[config.mk]
export PLATFORM = sky130hd
export DESIGN_NAME = conversor_gray_param_pipe_flat
export DESIGN_NICKNAME = d
export VERILOG_FILES = /design/src/rtl/gray_pkg.sv /design/src/rtl/conversor_gray_param_pipe_if.sv /design/src/rtl/gray_prefijo_bloque.sv /design/src/rtl/conversor_gray_param_pipe.sv /design/src/flat_wrapper.sv
export SDC_FILE = /design/constraint.sdc
export NUM_CORES = 1
export LEC_CHECK = 0
export BUFFER_PORTS_ARGS = -buffer_cell sky130_fd_sc_hd__buf_2
export CAP_MARGIN = 20
export CORE_MARGIN = 8
export CORE_UTILIZATION = 37
export DETAILED_ROUTE_END_ITERATION = 6
export PLACE_DENSITY_LB_ADDON = 0.08
export SLEW_MARGIN = 5
export SYNTH_ARGS = -nofsm -noshare
export SYNTH_HDL_FRONTEND = slang
export SYNTH_SLANG_ARGS = --single-unit
[constraint.sdc]
create_clock -name clk -period 2.4 [get_ports clk]
set_input_delay 0.24 -clock clk [delete_from_list [all_inputs] [get_ports clk]]
set_output_delay 0.24 -clock clk [all_outputs]
set_load 0.1 [all_outputs]
[src/rtl/gray_pkg.sv]
// Shared mode encodings and Gray-code helpers for the pipelined Gray engine.
// Helpers operate on a GRAY_MAX_W-bit word; narrower users zero-extend and truncate.
package gray_pkg;

  localparam int unsigned GRAY_MAX_W = 64;

  localparam logic [1:0] MODO_B2G = 2'b00;
  localparam logic [1:0] MODO_G2B = 2'b01;
  localparam logic [1:0] MODO_INC = 2'b10;
  localparam logic [1:0] MODO_RSV = 2'b11;

  typedef logic [GRAY_MAX_W-1:0] gray_word_t;

  function automatic gray_word_t bin2gray(input gray_word_t b);
    return b ^ (b >> 1);
  endfunction

  function automatic gray_word_t gray2bin(input gray_word_t g);
    gray_word_t b;
    b[GRAY_MAX_W-1] = g[GRAY_MAX_W-1];
    for (int i = int'(GRAY_MAX_W) - 2; i >= 0; i--) begin
      b[i] = b[i+1] ^ g[i];
    end
    return b;
  endfunction

endpackage

[src/rtl/conversor_gray_param_pipe_if.sv]
// Producer/consumer handshake bundle for the Gray engine.
interface conversor_gray_param_pipe_if #(
  parameter int unsigned WIDTH = 8
);
  logic [WIDTH-1:0] dato_in;
  logic [1:0]       modo;
  logic             valido_in;
  logic             listo_in;
  logic [WIDTH-1:0] dato_out;
  logic             error_modo;
  logic             valido_out;
  logic             listo_out;

  modport master (
    output dato_in, modo, valido_in, listo_out,
    input  listo_in, dato_out, error_modo, valido_out
  );

  modport slave (
    input  dato_in, modo, valido_in, listo_out,
    output listo_in, dato_out, error_modo, valido_out
  );
endinterface

[src/rtl/gray_prefijo_bloque.sv]
// CHUNK-bit suffix XOR: bit i is the XOR of gray_i[CHUNK-1:i]; no carry input.
module gray_prefijo_bloque #(
  parameter int unsigned CHUNK = 4
) (
  input  logic [CHUNK-1:0] gray_i,
  output logic [CHUNK-1:0] pref_o
);
  always_comb begin
    pref_o[CHUNK-1] = gray_i[CHUNK-1];
    for (int i = int'(CHUNK) - 2; i >= 0; i--) begin
      pref_o[i] = pref_o[i+1] ^ gray_i[i];
    end
  end
endmodule

[src/rtl/conversor_gray_param_pipe.sv]
// Two-stage Gray engine: S1 registers per-chunk suffix XORs, S2 resolves the
// inter-chunk carry, applies the mode and holds the result under backpressure.
module conversor_gray_param_pipe
  import gray_pkg::*;
#(
  parameter int unsigned WIDTH = 8,
  parameter int unsigned CHUNK = 4
) (
  input logic                        clk,
  input logic                        rst_n,
  conversor_gray_param_pipe_if.slave bus
);
  localparam int unsigned NCHUNK = WIDTH / CHUNK;

  logic             s1_valid_q, s1_valid_d;
  logic [WIDTH-1:0] s1_dato_q, s1_dato_d;
  logic [WIDTH-1:0] s1_pref_q, s1_pref_d;
  logic [1:0]       s1_modo_q, s1_modo_d;
  logic             s2_valid_q, s2_valid_d;
  logic [WIDTH-1:0] s2_dato_q, s2_dato_d;
  logic             s2_err_q, s2_err_d;

  logic             s1_adv, s2_adv;
  logic [WIDTH-1:0] pref_w, bin_w, bin_inc_w, res_w;
  logic             err_w;

  for (genvar j = 0; j < NCHUNK; j++) begin : g_bloque
    gray_prefijo_bloque #(
      .CHUNK (CHUNK)
    ) u_bloque (
      .gray_i (bus.dato_in[j*CHUNK +: CHUNK]),
      .pref_o (pref_w[j*CHUNK +: CHUNK])
    );
  end

  // Carry into a chunk is the parity of all Gray bits above it; bit 0 of each
  // chunk's suffix XOR is exactly that chunk's parity.
  always_comb begin
    logic carry;
    carry = 1'b0;
    bin_w = '0;
    for (int j = int'(NCHUNK) - 1; j >= 0; j--) begin
      for (int i = 0; i < int'(CHUNK); i++) begin
        bin_w[j*CHUNK+i] = s1_pref_q[j*CHUNK+i] ^ carry;
      end
      carry = carry ^ s1_pref_q[j*CHUNK];
    end
  end

  assign bin_inc_w = bin_w + WIDTH'(1);

  always_comb begin
    res_w = s1_dato_q;
    err_w = 1'b0;
    case (s1_modo_q)
      MODO_B2G: res_w = WIDTH'(bin2gray(gray_word_t'(s1_dato_q)));
      MODO_G2B: res_w = bin_w;
      MODO_INC: res_w = WIDTH'(bin2gray(gray_word_t'(bin_inc_w)));
      default:  err_w = 1'b1;
    endcase
  end

  always_comb begin
    s2_adv = !s2_valid_q || bus.listo_out;
    s1_adv = !s1_valid_q || s2_adv;

    s1_valid_d = s1_valid_q;
    s1_dato_d  = s1_dato_q;
    s1_pref_d  = s1_pref_q;
    s1_modo_d  = s1_modo_q;
    if (s1_adv) begin
      s1_valid_d = bus.valido_in;
      if (bus.valido_in) begin
        s1_dato_d = bus.dato_in;
        s1_pref_d = pref_w;
        s1_modo_d = bus.modo;
      end
    end

    s2_valid_d = s2_valid_q;
    s2_dato_d  = s2_dato_q;
    s2_err_d   = s2_err_q;
    if (s2_adv) begin
      s2_valid_d = s1_valid_q;
      if (s1_valid_q) begin
        s2_dato_d = res_w;
        s2_err_d  = err_w;
      end
    end
  end

  always_ff @(posedge clk or negedge rst_n) begin
    if (!rst_n) begin
      s1_valid_q <= 1'b0;
      s1_dato_q  <= '0;
      s1_pref_q  <= '0;
      s1_modo_q  <= MODO_B2G;
      s2_valid_q <= 1'b0;
      s2_dato_q  <= '0;
      s2_err_q   <= 1'b0;
    end else begin
      s1_valid_q <= s1_valid_d;
      s1_dato_q  <= s1_dato_d;
      s1_pref_q  <= s1_pref_d;
      s1_modo_q  <= s1_modo_d;
      s2_valid_q <= s2_valid_d;
      s2_dato_q  <= s2_dato_d;
      s2_err_q   <= s2_err_d;
    end
  end

  assign bus.listo_in   = s1_adv;
  assign bus.valido_out = s2_valid_q;
  assign bus.dato_out   = s2_dato_q;
  assign bus.error_modo = s2_err_q;
endmodule

[src/flat_wrapper.sv]
// flat-port wrapper written by rule: the top's interface ports become plain ports
module conversor_gray_param_pipe_flat import gray_pkg::*;
#(
  parameter int unsigned WIDTH = 8,
  parameter int unsigned CHUNK = 4
)
  (clk, rst_n, bus_dato_in, bus_modo, bus_valido_in, bus_listo_out, bus_listo_in, bus_dato_out, bus_error_modo, bus_valido_out);
  conversor_gray_param_pipe_if #(.WIDTH(WIDTH)) bus_i ();
  input logic clk;
  input logic rst_n;
  input wire logic [$bits(bus_i.dato_in)-1:0] bus_dato_in;
  input wire logic [$bits(bus_i.modo)-1:0] bus_modo;
  input wire logic [$bits(bus_i.valido_in)-1:0] bus_valido_in;
  input wire logic [$bits(bus_i.listo_out)-1:0] bus_listo_out;
  output wire logic [$bits(bus_i.listo_in)-1:0] bus_listo_in;
  output wire logic [$bits(bus_i.dato_out)-1:0] bus_dato_out;
  output wire logic [$bits(bus_i.error_modo)-1:0] bus_error_modo;
  output wire logic [$bits(bus_i.valido_out)-1:0] bus_valido_out;
  assign bus_i.dato_in = bus_dato_in;
  assign bus_i.modo = bus_modo;
  assign bus_i.valido_in = bus_valido_in;
  assign bus_i.listo_out = bus_listo_out;
  assign bus_listo_in = bus_i.listo_in;
  assign bus_dato_out = bus_i.dato_out;
  assign bus_error_modo = bus_i.error_modo;
  assign bus_valido_out = bus_i.valido_out;
  conversor_gray_param_pipe #(.WIDTH(WIDTH), .CHUNK(CHUNK)) u_core (.clk(clk), .rst_n(rst_n), .bus(bus_i));
endmodule
# [Yosys cells after proc, flatten, opt, wreduce, memory -nomap -nowiden]
# Cells that the tools add are included.
[word_totals] inputBits=14 ff_bits=29 output_inout_bits=11
[classes] add_sub_neg=1 mux=2 eq_ne=2 n_reduce_logical=8 bitwise_logic=12
[ops] cell="$pmux 8 s3" count=1
[ops] cell="$xor 8x7->8" count=2
[ops] cell="$xor 1x1->1" count=10
[ops] cell="$add 8x1->8 const B" count=1
[ops] cell="$reduce_and 2->1" count=2
[ops] cell="$reduce_or 3->1" count=1
[ops] cell="$eq 2x1->1 const B" count=1
[ops] cell="$eq 2x2->1 const B" count=1
[ops] cell="$logic_not 1->1" count=2
[ops] cell="$logic_not 2->1" count=1
[ops] cell="$logic_or 1x1->1" count=2
[ops] cell="$mux 1" count=1

# [Depth between registers and ports, before layout]
# Gate-level depths: netlist of run 1.
[depth] depth_word=4 mapped_depth=8 mapped_depth_nobuf=7

# [Cells and area by module]
# A second synthesis of run 1 with hierarchy kept.
[unflattened] hier_cells=171 hier_area_um2=1840.5
[modules_own_cells] module="conversor_gray_param_pipe" seq_area_each_um2=725.7 cells_per_inst=161 instances=1 area_per_inst_um2=1740.4
[modules_own_cells] module="gray_prefijo_bloque" seq_area_each_um2=0.0 cells_per_inst=5 instances=2 area_per_inst_um2=50.0

# [Least setup slack after synthesis of run 1]
# Ideal clock, no wire load.
[synth_path] kind="register to register" startpoint="reg u_core.s2_valid_q (netlist: u_core.bus.valido_out)" endpoint="reg u_core.s1_dato_q[0]" path_stages_with_launch=5 slack_ns=-0.769 period_less_slack_ns=3.169 n_path_buf=1 setup_ns=0.125 t_arrival_ns=3.044 path_cell_list="dfrtp_1 nand3b_1 nand2_1 clkbuf_1 mux2_2"
[synth_between] elab_chain_len=4
[synth_lines] element="from (decl)" line="conversor_gray_param_pipe.sv:19" text="logic s2_valid_q, s2_valid_d;"
[synth_lines] element="from (signal assigned)" line="conversor_gray_param_pipe.sv:106" text="s2_valid_q <= s2_valid_d;"
[synth_lines] element="$logic_not 1->1" line="conversor_gray_param_pipe.sv:64" text="s2_adv = !s2_valid_q || bus.listo_out;"
[synth_lines] element="$logic_or 1x1->1" line="conversor_gray_param_pipe.sv:64"
[synth_lines] element="$logic_or 1x1->1" line="conversor_gray_param_pipe.sv:65" text="s1_adv = !s1_valid_q || s2_adv;"
[synth_lines] element="named net bus_listo_in" line="flat_wrapper.sv:15" text="output wire logic [$bits(bus_i.listo_in)-1:0] bus_listo_in;"
[synth_lines] element="$reduce_and 2->1 (no source line)"
[synth_lines] element="to (signal assigned)" line="conversor_gray_param_pipe.sv:103" text="s1_dato_q <= s1_dato_d;"
[synth_lines] element="to (decl)" line="conversor_gray_param_pipe.sv:16" text="logic [WIDTH-1:0] s1_dato_q, s1_dato_d;"
# The timed path passes the listed nets, and every way through them passes these cells.
# A chain may end at the register's enable or synchronous reset.

# [Worst setup path after layout of run 1]
[layout_path] startpoint="reg u_core.s1_pref_q[0]" endpoint="reg u_core.s2_dato_q[5] (netlist: u_core.bus.dato_out[5])"
[layout_between] elab_chain_len=4
[layout_lines] element="from (decl)" line="conversor_gray_param_pipe.sv:17" text="logic [WIDTH-1:0] s1_pref_q, s1_pref_d;"
[layout_lines] element="from (signal assigned)" line="conversor_gray_param_pipe.sv:104" text="s1_pref_q <= s1_pref_d;"
[layout_lines] element="$xor 1x1->1" line="conversor_gray_param_pipe.sv:44" text="bin_w[j*CHUNK+i] = s1_pref_q[j*CHUNK+i] ^ carry;"
[layout_lines] element="$add 8x1->8" line="conversor_gray_param_pipe.sv:50" text="assign bin_inc_w = bin_w + WIDTH'(1);"
[layout_lines] element="$xor 8x7->8" line="gray_pkg.sv:15" text="return b ^ (b >> 1);"
[layout_lines] element="$pmux 8 s3" line="conversor_gray_param_pipe.sv:55" text="case (s1_modo_q)"
[layout_lines] element="to (signal assigned)" line="conversor_gray_param_pipe.sv:107" text="s2_dato_q <= s2_dato_d;"
[layout_lines] element="to (decl)" line="conversor_gray_param_pipe.sv:20" text="logic [WIDTH-1:0] s2_dato_q, s2_dato_d;"
# Every way passes these cells.

==> results of run 1 <==
## stage by stage
| step | setup TNS, ns | power (mW) |
|---|---|---|
| finish | 0 | 1.97 |
| global route | 0 | 2.11 |
| CTS | 0 | 2.00 |
| detailed placement | 0 | 1.71 |
| global placement | 0 | 1.72 |
| floorplan | -0.193 | 1.54 |
## registers in the layout (all words and copies together), names as in the netlist
register               cells
u_core.s1_valid_q          1
u_core.bus.valido_out      1
u_core.bus.dato_out        8
u_core.s1_dato_q           6
u_core.bus.error_modo      1
u_core.s1_pref_q           8
u_core.s1_modo_q           2
## logic make-up (layout without fill, tap and decap cells)
logic type | Yosys count | after routing
and+or+nand+nor | 52 | 52
AOI/OAI and AO/OA | 32 | 32
DFF | 27 | 27
xor gates and xnor gates | 25 | 25
muxes | 16 | 16
buffers and inverters | 13 | 34
adders and majority gates | 2 | 2
## path summary, 6_finish.rpt
kind	end	slack, ns	cells past startpoint
worst max-delay path	u_core.bus.dato_out[5]$_DFFE_PN0P_	0.19	7
worst min-delay path	u_core.s1_valid_q$_DFFE_PN0N_	0.18	2
worst max register to register	u_core.bus.dato_out[5]$_DFFE_PN0P_	0.19	7
worst min register to register	u_core.bus.dato_out[7]$_DFFE_PN0P_	0.48	2
max in group asynchronous	u_core.bus.valido_out$_DFFE_PN0P_	1.44	2
min in group asynchronous	u_core.bus.dato_out[1]$_DFFE_PN0P_	0.50	2
## what timing repair did
item | 4_1_cts | 5_1_grt
hold buffers | 1 | 0
buffers inserted | 0 | 0
hold endpoints to repair | 27 | 0
## layout make-up
class | instances | share of cell area (%)
Multi-Input combinational cell | 127 | 49.8
Sequential cell | 27 | 35.9
Timing Repair Buffer | 27 | 7.66
Tap cell | 52 | 3.43
Clock buffer | 3 | 2.18
Inverter | 3 | 0.594
Clock inverter | 1 | 0.462
## worst max-delay path, cell delays in order (launching register included)
cell and delay [ns]:
dfrtp_1 0.49, xor2_1 0.22, ha_1 0.31, nor2b_1 0.24, and3_1 0.24, xnor3_1 0.33, a221oi_2 0.22, nor3_1 0.07
## Yosys cell counts (3+ instances only)
library cell	n	area (um^2)
nand2b_1	5	31.3
a21oi_1	4	20.0
xnor2_1	9	78.8
mux2_2	14	158
nand2_1	18	67.6
clkbuf_1	4	15.0
nor2_1	11	41.3
a221oi_1	3	26.3
o21ai_0	13	65.1
dfrtp_1	27	676
xor2_1	14	123
nor3_1	3	15.0
nand3_1	5	25.0
inv_1	3	11.3
## per-layer routing
metal,wire [um],vias to the layer above,global-route usage (%)
li1,-,633,-
met1,1770,564,13.6
met2,1480,28,15.5
met3,189,4,3.61
met4,38,0,1.92
met5,0,-,0
## power by group
| group | internal [mW] | leakage, nW | switching, mW |
|---|---|---|---|
| registers | 0.555 | 0.315 | 0.119 |
| logic | 0.329 | 0.470 | 0.697 |
| clock network | 0.122 | 0.0261 | 0.152 |
| total | 1.01 | 0.811 | 0.968 |
==> impl_results.html, run 1 <==
<table>
<tr><th>Metric</th><th>Value</th></tr>
<tr><th colspan="2">Synthesis</th></tr>
<tr><td>Synthesis Warnings</td><td>0</td></tr>
<tr><td>Post-synthesis share of cell area spent on full adders, half adders and majority gates</td><td>1.49%</td></tr>
<tr><td>Portion of netlist area occupied by mux cells</td><td>around 11%</td></tr>
<tr><td>Share of flip-flops with an asynchronous set or reset</td><td>between 90% and 100%</td></tr>
<tr><td>Synthesized-area fraction occupied by ao, oa, aoi and oai cells</td><td>13.3%</td></tr>
<tr><td>Number of standard cells after synthesis</td><td>between 150 and 200</td></tr>
<tr><td>Avg Synthesized Cell Area</td><td>between 10 and 15 um^2</td></tr>
<tr><td>Most used flip-flop cell after synthesis</td><td>dfrtp_1</td></tr>
<tr><td>Parity-gate share of the synthesized area counting xor and xnor cells</td><td>between 10% and 20%</td></tr>
<tr><td>Number of library cell types mapped by synthesis</td><td>43</td></tr>
<tr><td>Simple-gate area share of the yosys netlist</td><td>between 15 and 20%</td></tr>
<tr><td>Number of enable flip-flop cells after synthesis</td><td>0</td></tr>
<tr><td>Synthesized netlist net count</td><td>about 180</td></tr>
<tr><td>Dominant combinational cell family by area after synthesis</td><td>simple AND/OR/NAND/NOR gates</td></tr>
<tr><td>Share of the yosys chip area belonging to registers</td><td>between 40% and 50%</td></tr>
<tr><td>Flip-flop and latch count after synthesis</td><td>27</td></tr>
<tr><td>Netlist area before placement</td><td>1680 um^2</td></tr>
<tr><th colspan="2">Floorplanning</th></tr>
<tr><td>Io pins</td><td>25</td></tr>
<tr><td>Placement Rows</td><td>24</td></tr>
<tr><td>Die boundary width</td><td>between 80 and 90 um</td></tr>
<tr><td>Overall die area</td><td>about 7000 um^2</td></tr>
<tr><td>Die height</td><td>approximately 83 um</td></tr>
<tr><td>Area inside the core boundary</td><td>4350 um^2</td></tr>
<tr><td>Initial Utilization</td><td>between 30% and 40%</td></tr>
<tr><th colspan="2">STA</th></tr>
<tr><td>Worst hold slack</td><td>roughly 0.18 ns</td></tr>
<tr><td>Worst slew margin relative to its limit</td><td>a little over half</td></tr>
<tr><td>Setup skew after layout</td><td>between 0.001 and 0.0015 ns</td></tr>
<tr><td>Transition at the pin with the smallest max-transition slack</td><td>approximately 0.7 ns</td></tr>
<tr><td>Setup repair after global routing missed its margin</td><td>false</td></tr>
<tr><td>Peak clock frequency supported by timing</td><td>approximately 450 MHz</td></tr>
<tr><td>Count of final hold-check violations</td><td>0</td></tr>
<tr><td>Min Tclk post-route</td><td>~2.2 ns</td></tr>
<tr><td>Number of failing setup endpoints in the final timing report</td><td>0</td></tr>
<tr><td>Max-slew violation total from the final report</td><td>0</td></tr>
<tr><td>Setup slack of the critical path after layout</td><td>0.186 ns</td></tr>
<tr><td>Post-route clock period utilization</td><td>between 90 and 100%</td></tr>
<tr><th colspan="2">Routing</th></tr>
<tr><td>Average detailed-routed wire length per instance</td><td>between 10 and 15 um</td></tr>
<tr><td>DRT Pass-1 Iters</td><td>4</td></tr>
<tr><td>Post-route DRC violation count</td><td>0</td></tr>
<tr><td>Via count</td><td>about 1200</td></tr>
<tr><td>Number of vias per cell after detailed routing</td><td>between 5 and 6</td></tr>
<tr><td>Antenna Nets Post-Route</td><td>0</td></tr>
<tr><td>First-iteration detailed-routing DRC count</td><td>106</td></tr>
<tr><td>Routed wire length</td><td>approximately 3500 um</td></tr>
<tr><th colspan="2">Clock network</th></tr>
<tr><td>Total CTS buffers</td><td>3</td></tr>
<tr><td>Number of buffers between clock root and the deepest sink</td><td>2</td></tr>
<tr><td>Maximum level of the CTS H-tree</td><td>1</td></tr>
<tr><td>CTS Root Cell</td><td>clkbuf_8</td></tr>
<tr><td>Clk Latency, worst-skew pair</td><td>about 0.27 ns</td></tr>
<tr><td>Post_cts resized</td><td>0</td></tr>
<tr><td>Clock tree from TritonCTS</td><td>done</td></tr>
<tr><td>CTS Sinks</td><td>27</td></tr>
<tr><td>Clock-pin slew reported for the worst setup and hold paths after clock tree synthesis</td><td>approximately 0.1 ns</td></tr>
<tr><th colspan="2">Critical path</th></tr>
<tr><td>Crit path max fanout</td><td>9</td></tr>
<tr><td>Critical path arrival</td><td>2.38 ns</td></tr>
<tr><td>Crit path launch</td><td>u_core.s1_pref_q[0]$_DFFE_PN0P_</td></tr>
<tr><td>Worst Setup End Kind</td><td>flip-flop</td></tr>
<tr><td>Crit path required time</td><td>roughly 2.6 ns</td></tr>
<tr><td>Start of the worst register-to-register path</td><td>u_core.s1_pref_q[0]$_DFFE_PN0P_</td></tr>
<tr><td>Launching element type of the critical path</td><td>flip-flop</td></tr>
<tr><td>Crit Path Category</td><td>reg2reg</td></tr>
<tr><th colspan="2">Placement</th></tr>
<tr><td>Port buffer count</td><td>24</td></tr>
<tr><td>DP Worst Slack</td><td>0.201 ns</td></tr>
<tr><td>Cell area after placement</td><td>about 1800 um^2</td></tr>
<tr><td>Total half-perimeter wirelength after legalization and detailed placement</td><td>between 2000 and 3000 um</td></tr>
<tr><td>Final weighted congestion in routability-driven placement</td><td>a little over 0.8</td></tr>
<tr><td>Total placed cells including tap cells</td><td>around 240</td></tr>
<tr><th colspan="2">Status</th></tr>
<tr><td>Outcome</td><td>finished, final reports clean</td></tr>
<tr><th colspan="2">Min path</th></tr>
<tr><td>Startpoint of the lowest-slack hold path</td><td>bus_valido_in</td></tr>
<tr><td>Path type of the worst min-delay path</td><td>in2reg</td></tr>
<tr><th colspan="2">Final layout</th></tr>
<tr><td>Growth of design area from synthesis to finish</td><td>12.8%</td></tr>
<tr><td>Seq. cell area</td><td>around 680 um^2</td></tr>
<tr><td>Most frequent standard cell in the layout excluding fill and tap cells</td><td>dfrtp_1</td></tr>
<tr><td>Commonest cells after routing, fill and taps aside</td><td>dfrtp_1, buf_2, nand2_1, xor2_1, mux2_2</td></tr>
<tr><td>Final cell area excluding filler cells</td><td>~1900 um^2</td></tr>
<tr><td>Fraction of layout instances using a drive strength above 1</td><td>27.1%</td></tr>
<tr><td>Number of inserted filler cells in the final layout</td><td>about 420</td></tr>
<tr><td>Number of nets in the finished design</td><td>between 200 and 250</td></tr>
<tr><td>Combined area of the multi-input logic cells</td><td>~940 um^2</td></tr>
<tr><td>Final instance count without filler cells</td><td>240</td></tr>
<tr><td>Antenna diode instance count</td><td>0</td></tr>
<tr><td>Share of the core filled with cells in the final layout</td><td>between 40 and 50%</td></tr>
<tr><th colspan="2">Power</th></tr>
<tr><td>Leakage power summed over all cells</td><td>0.811 nW</td></tr>
<tr><td>Cell Pwr Density</td><td>approximately 1000 nW/um^2</td></tr>
<tr><td>Peak supply drop</td><td>0.465 mV</td></tr>
<tr><th colspan="2">Flow run</th></tr>
<tr><td>Max-capacitance violation count</td><td>0</td></tr>
<tr><th colspan="2">GRT</th></tr>
<tr><td>Global router's overall resource usage</td><td>roughly a tenth</td></tr>
<tr><td>Total grt overflow</td><td>0</td></tr>
<tr><td>Global-route wire length before repair</td><td>5950 um</td></tr>
<tr><td>Number of global-route vias before repair</td><td>1243</td></tr>
<tr><td>Largest net degree at the start of global routing</td><td>28</td></tr>
<tr><td>Initial antenna violation count</td><td>0</td></tr>
</table>
Power figures use the tool's default switching activity.
==> inputs of run 2 (changes only) <==
--- a/config.mk
+++ b/config.mk
@@ -7,6 +7,8 @@
 export LEC_CHECK = 0
 export BUFFER_PORTS_ARGS = -buffer_cell sky130_fd_sc_hd__buf_2
 export CAP_MARGIN = 20
+export CELL_PAD_IN_SITES_DETAIL_PLACEMENT = 1
+export CELL_PAD_IN_SITES_GLOBAL_PLACEMENT = 1
 export CORE_MARGIN = 8
 export CORE_UTILIZATION = 37
 export DETAILED_ROUTE_END_ITERATION = 6
==> run 2 against run 1 <==
Hold slack got worse by 0.0032 ns; flip-flop and latch count is the same; register-to-register slack worse by 0.03 ns; first-iteration DRC count shrank 55%; design area is 0.40% higher; clock power rose by 1%; sequential power is essentially flat; die area did not move; critical endpoint unchanged.
==> impl_results.html, run 2 (synthesized netlist as in run 1, its figures left out) <==
<table>
<tr><th>Metric</th><th>Value</th></tr>
<tr><th colspan="2">STA</th></tr>
<tr><td>Peak clock frequency supported by timing</td><td>445 MHz (-1.6%)</td></tr>
<tr><td>Setup skew after layout</td><td>0.00246 ns (+0.000968 ns)</td></tr>
<tr><td>Setup repair after global routing missed its margin</td><td>false</td></tr>
<tr><td>Post-route clock period utilization</td><td>93.7% (+1.5 points)</td></tr>
<tr><td>Number of failing setup endpoints in the final timing report</td><td>0 (unchanged)</td></tr>
<tr><td>Transition at the pin with the smallest max-transition slack</td><td>0.632 ns (-0.0550 ns)</td></tr>
<tr><td>Worst slew margin relative to its limit</td><td>57.9% (+3.7 points)</td></tr>
<tr><td>Setup TNS</td><td>0 ns (unchanged)</td></tr>
<tr><td>Count of final hold-check violations</td><td>0 (unchanged)</td></tr>
<tr><td>Min Tclk post-route</td><td>2.25 ns (+0.0349 ns)</td></tr>
<tr><td>Max-slew violation total from the final report</td><td>0 (unchanged)</td></tr>
<tr><th colspan="2">Routing</th></tr>
<tr><td>First-iteration detailed-routing DRC count</td><td>48 (-55%)</td></tr>
<tr><td>Post-route DRC violation count</td><td>0 (unchanged)</td></tr>
<tr><td>Via count</td><td>1288 (+4.8%)</td></tr>
<tr><td>Antenna Nets Post-Route</td><td>0 (unchanged)</td></tr>
<tr><td>DRT Pass-1 Iters</td><td>4 (unchanged)</td></tr>
<tr><td>Average detailed-routed wire length per instance</td><td>16.7 um (+16%)</td></tr>
<tr><td>Routed wire length</td><td>4040 um (+16%)</td></tr>
<tr><td>Number of vias per cell after detailed routing</td><td>5.34 (+4.4%)</td></tr>
<tr><th colspan="2">Final layout</th></tr>
<tr><td>Antenna diode instance count</td><td>0 (unchanged)</td></tr>
<tr><td>Commonest cells after routing, fill and taps aside</td><td>dfrtp_1, buf_2, nand2_1, xor2_1, mux2_2</td></tr>
<tr><td>Number of nets in the finished design</td><td>206 (+0.49%)</td></tr>
<tr><td>Most frequent standard cell in the layout excluding fill and tap cells</td><td>dfrtp_1</td></tr>
<tr><td>Fraction of layout instances using a drive strength above 1</td><td>28.6% (+1.4 points)</td></tr>
<tr><td>Growth of design area from synthesis to finish</td><td>13.3%</td></tr>
<tr><td>Final instance count without filler cells</td><td>241 (+0.42%)</td></tr>
<tr><td>Final cell area excluding filler cells</td><td>1900 um^2 (+0.40%)</td></tr>
<tr><th colspan="2">Floorplanning</th></tr>
<tr><td>Placement Rows</td><td>24 (unchanged)</td></tr>
<tr><td>Initial Utilization</td><td>38.6% (unchanged)</td></tr>
<tr><td>Io pins</td><td>25 (unchanged)</td></tr>
<tr><td>Area inside the core boundary</td><td>4350 um^2 (unchanged)</td></tr>
<tr><td>Die boundary width</td><td>83.4 um (unchanged)</td></tr>
<tr><td>Overall die area</td><td>6950 um^2 (unchanged)</td></tr>
<tr><td>Die height</td><td>83.4 um (unchanged)</td></tr>
<tr><th colspan="2">Status</th></tr>
<tr><td>Outcome</td><td>finished, final reports clean</td></tr>
<tr><th colspan="2">Clock network</th></tr>
<tr><td>CTS Sinks</td><td>27 (unchanged)</td></tr>
<tr><td>Maximum level of the CTS H-tree</td><td>1 (unchanged)</td></tr>
<tr><td>Clock tree from TritonCTS</td><td>done</td></tr>
<tr><td>Clock-pin slew reported for the worst setup and hold paths after clock tree synthesis</td><td>0.10 ns (about the same)</td></tr>
<tr><td>Number of buffers between clock root and the deepest sink</td><td>2 (unchanged)</td></tr>
<tr><td>CTS Root Cell</td><td>clkbuf_8</td></tr>
<tr><td>Post-CTS repair timing setup buffer count</td><td>0 (unchanged)</td></tr>
<tr><td>Clk Latency, worst-skew pair</td><td>0.28 ns (about the same)</td></tr>
<tr><td>Total CTS buffers</td><td>3 (unchanged)</td></tr>
<tr><th colspan="2">GRT</th></tr>
<tr><td>Number of global-route vias before repair</td><td>1416 (+14%)</td></tr>
<tr><td>Global router's overall resource usage</td><td>11.8% (+1.6 points)</td></tr>
<tr><td>Largest net degree at the start of global routing</td><td>28 (unchanged)</td></tr>
<tr><td>Total grt overflow</td><td>0 (unchanged)</td></tr>
<tr><td>Initial antenna violation count</td><td>0 (unchanged)</td></tr>
<tr><td>Global-route wire length before repair</td><td>6930 um (+16%)</td></tr>
<tr><th colspan="2">Critical path</th></tr>
<tr><td>Slowest stage delay, CP</td><td>0.50 ns (about the same)</td></tr>
<tr><td>Crit path max fanout</td><td>9 (unchanged)</td></tr>
<tr><td>Worst Setup End Kind</td><td>flip-flop</td></tr>
<tr><td>Crit path required time</td><td>2.57 ns (about the same)</td></tr>
<tr><td>Critical path cell sequence</td><td>xor2_1 &gt; ha_2 &gt; nor2b_1 &gt; and3_1 &gt; xnor3_1 &gt; a221oi_2 &gt; nor3_1</td></tr>
<tr><td>Crit Path Category</td><td>reg2reg</td></tr>
<tr><td>Cell with the largest stage delay on the worst path</td><td>dfrtp_1</td></tr>
<tr><td>Launching element type of the critical path</td><td>flip-flop</td></tr>
<tr><td>Critical path arrival</td><td>2.42 ns (+0.04 ns)</td></tr>
<tr><th colspan="2">Power</th></tr>
<tr><td>Leakage power summed over all cells</td><td>0.812 nW (+0.13%)</td></tr>
<tr><td>Cell Pwr Density</td><td>1060 nW/um^2 (+1.5%)</td></tr>
<tr><td>Peak supply drop</td><td>0.564 mV (+21%)</td></tr>
<tr><th colspan="2">Min path</th></tr>
<tr><td>Path type of the worst min-delay path</td><td>in2reg</td></tr>
<tr><th colspan="2">Placement</th></tr>
<tr><td>Final weighted congestion in routability-driven placement</td><td>0.847 (+2.9%)</td></tr>
<tr><td>Cell area after placement</td><td>1840 um^2 (+0.41%)</td></tr>
<tr><td>Total half-perimeter wirelength after legalization and detailed placement</td><td>2990 um (+14%)</td></tr>
<tr><td>Total placed cells including tap cells</td><td>236 (+0.43%)</td></tr>
<tr><td>Port buffer count</td><td>24 (unchanged)</td></tr>
<tr><th colspan="2">Flow run</th></tr>
<tr><td>Max-capacitance violation count</td><td>0 (unchanged)</td></tr>
</table>
-- run 2: changes by cell type in the layout (fill, tap and decap cells not counted), sizes merged --
cell / previous run / this run
buf: 26 / 27
clkinv: 0 / 1
inv: 4 / 3
-- run 2: stage by stage --
| stage | hold WS [ns] | utilization (%) | setup WS (ns) | total power [mW] |
|---|---|---|---|---|
| floorplan | -0.0556 | - | -0.0193 | 1.54 |
| global placement | 0.295 | 42.3 | 0.188 | 1.72 |
| detailed placement | 0.312 | 42.3 | 0.0899 | 1.74 |
| CTS | 0.174 | 43.6 | 0.0535 | 2.04 |
| global route | 0.179 | 43.7 | 0.00669 | 2.14 |
| finish | 0.175 | 43.7 | 0.151 | 2.01 |
-- run 2: final timing paths --
kind                       slack (ns)                                from                                 end  cells after the start
setup / recovery                 0.15     u_core.s1_pref_q[0]$_DFFE_PN0P_  u_core.bus.dato_out[5]$_DFFE_PN0P_                      7
hold / removal                   0.18                       bus_valido_in       u_core.s1_valid_q$_DFFE_PN0N_                      2
setup reg to reg                 0.15     u_core.s1_pref_q[0]$_DFFE_PN0P_  u_core.bus.dato_out[5]$_DFFE_PN0P_                      7
hold reg to reg                  0.49  u_core.bus.dato_out[7]$_DFFE_PN0P_  u_core.bus.dato_out[7]$_DFFE_PN0P_                      2
max in group asynchronous        1.42                               rst_n   u_core.bus.valido_out$_DFFE_PN0P_                      2
min in group asynchronous        0.50                               rst_n     u_core.s1_pref_q[3]$_DFFE_PN0P_                      2
-- run 2: timing repair --
item                                    4_1_cts  5_1_grt
gates resized for setup                       0        2
hold buffers                                  1        0
hold endpoints to repair                     19        0
endpoints found under the setup margin        0        1
-- run 2: final cells by class --
cell class                 count  area [um^2]
timing repair buffer          28          153
inverter                       3         11.3
tap                           52         65.1
fill                         518         2450
multi-input combinational    127          946
sequential                    27          681
clock buffer                   3         41.3
clock inverter                 1         5.00
-- run 2: power by group --
group | internal, mW | leakage [nW] | switching, mW | total [mW]
registers | 0.556 | 0.314 | 0.115 | 0.671
logic | 0.335 | 0.473 | 0.729 | 1.06
clock network | 0.117 | 0.0255 | 0.161 | 0.278
total | 1.01 | 0.812 | 1.00 | 2.01
-- run 2: critical path, delay by kind of cell (launching register included) --
kind	cells	cell delay (ns)
AOI/OAI and AO/OA	1	0.22
xor gates and xnor gates	2	0.60
DFF	1	0.50
adders and majority gates	1	0.29
and+or+nand+nor	3	0.53
-- run 2: routing by layer --
metal	share of wire, %	vias to the layer above	track usage (%)
met5	0	-	0
met4	0.89	0	2.88
met3	3.5	4	2.44
met2	46	28	19.3
met1	50	628	15.4
li1	-	628	-
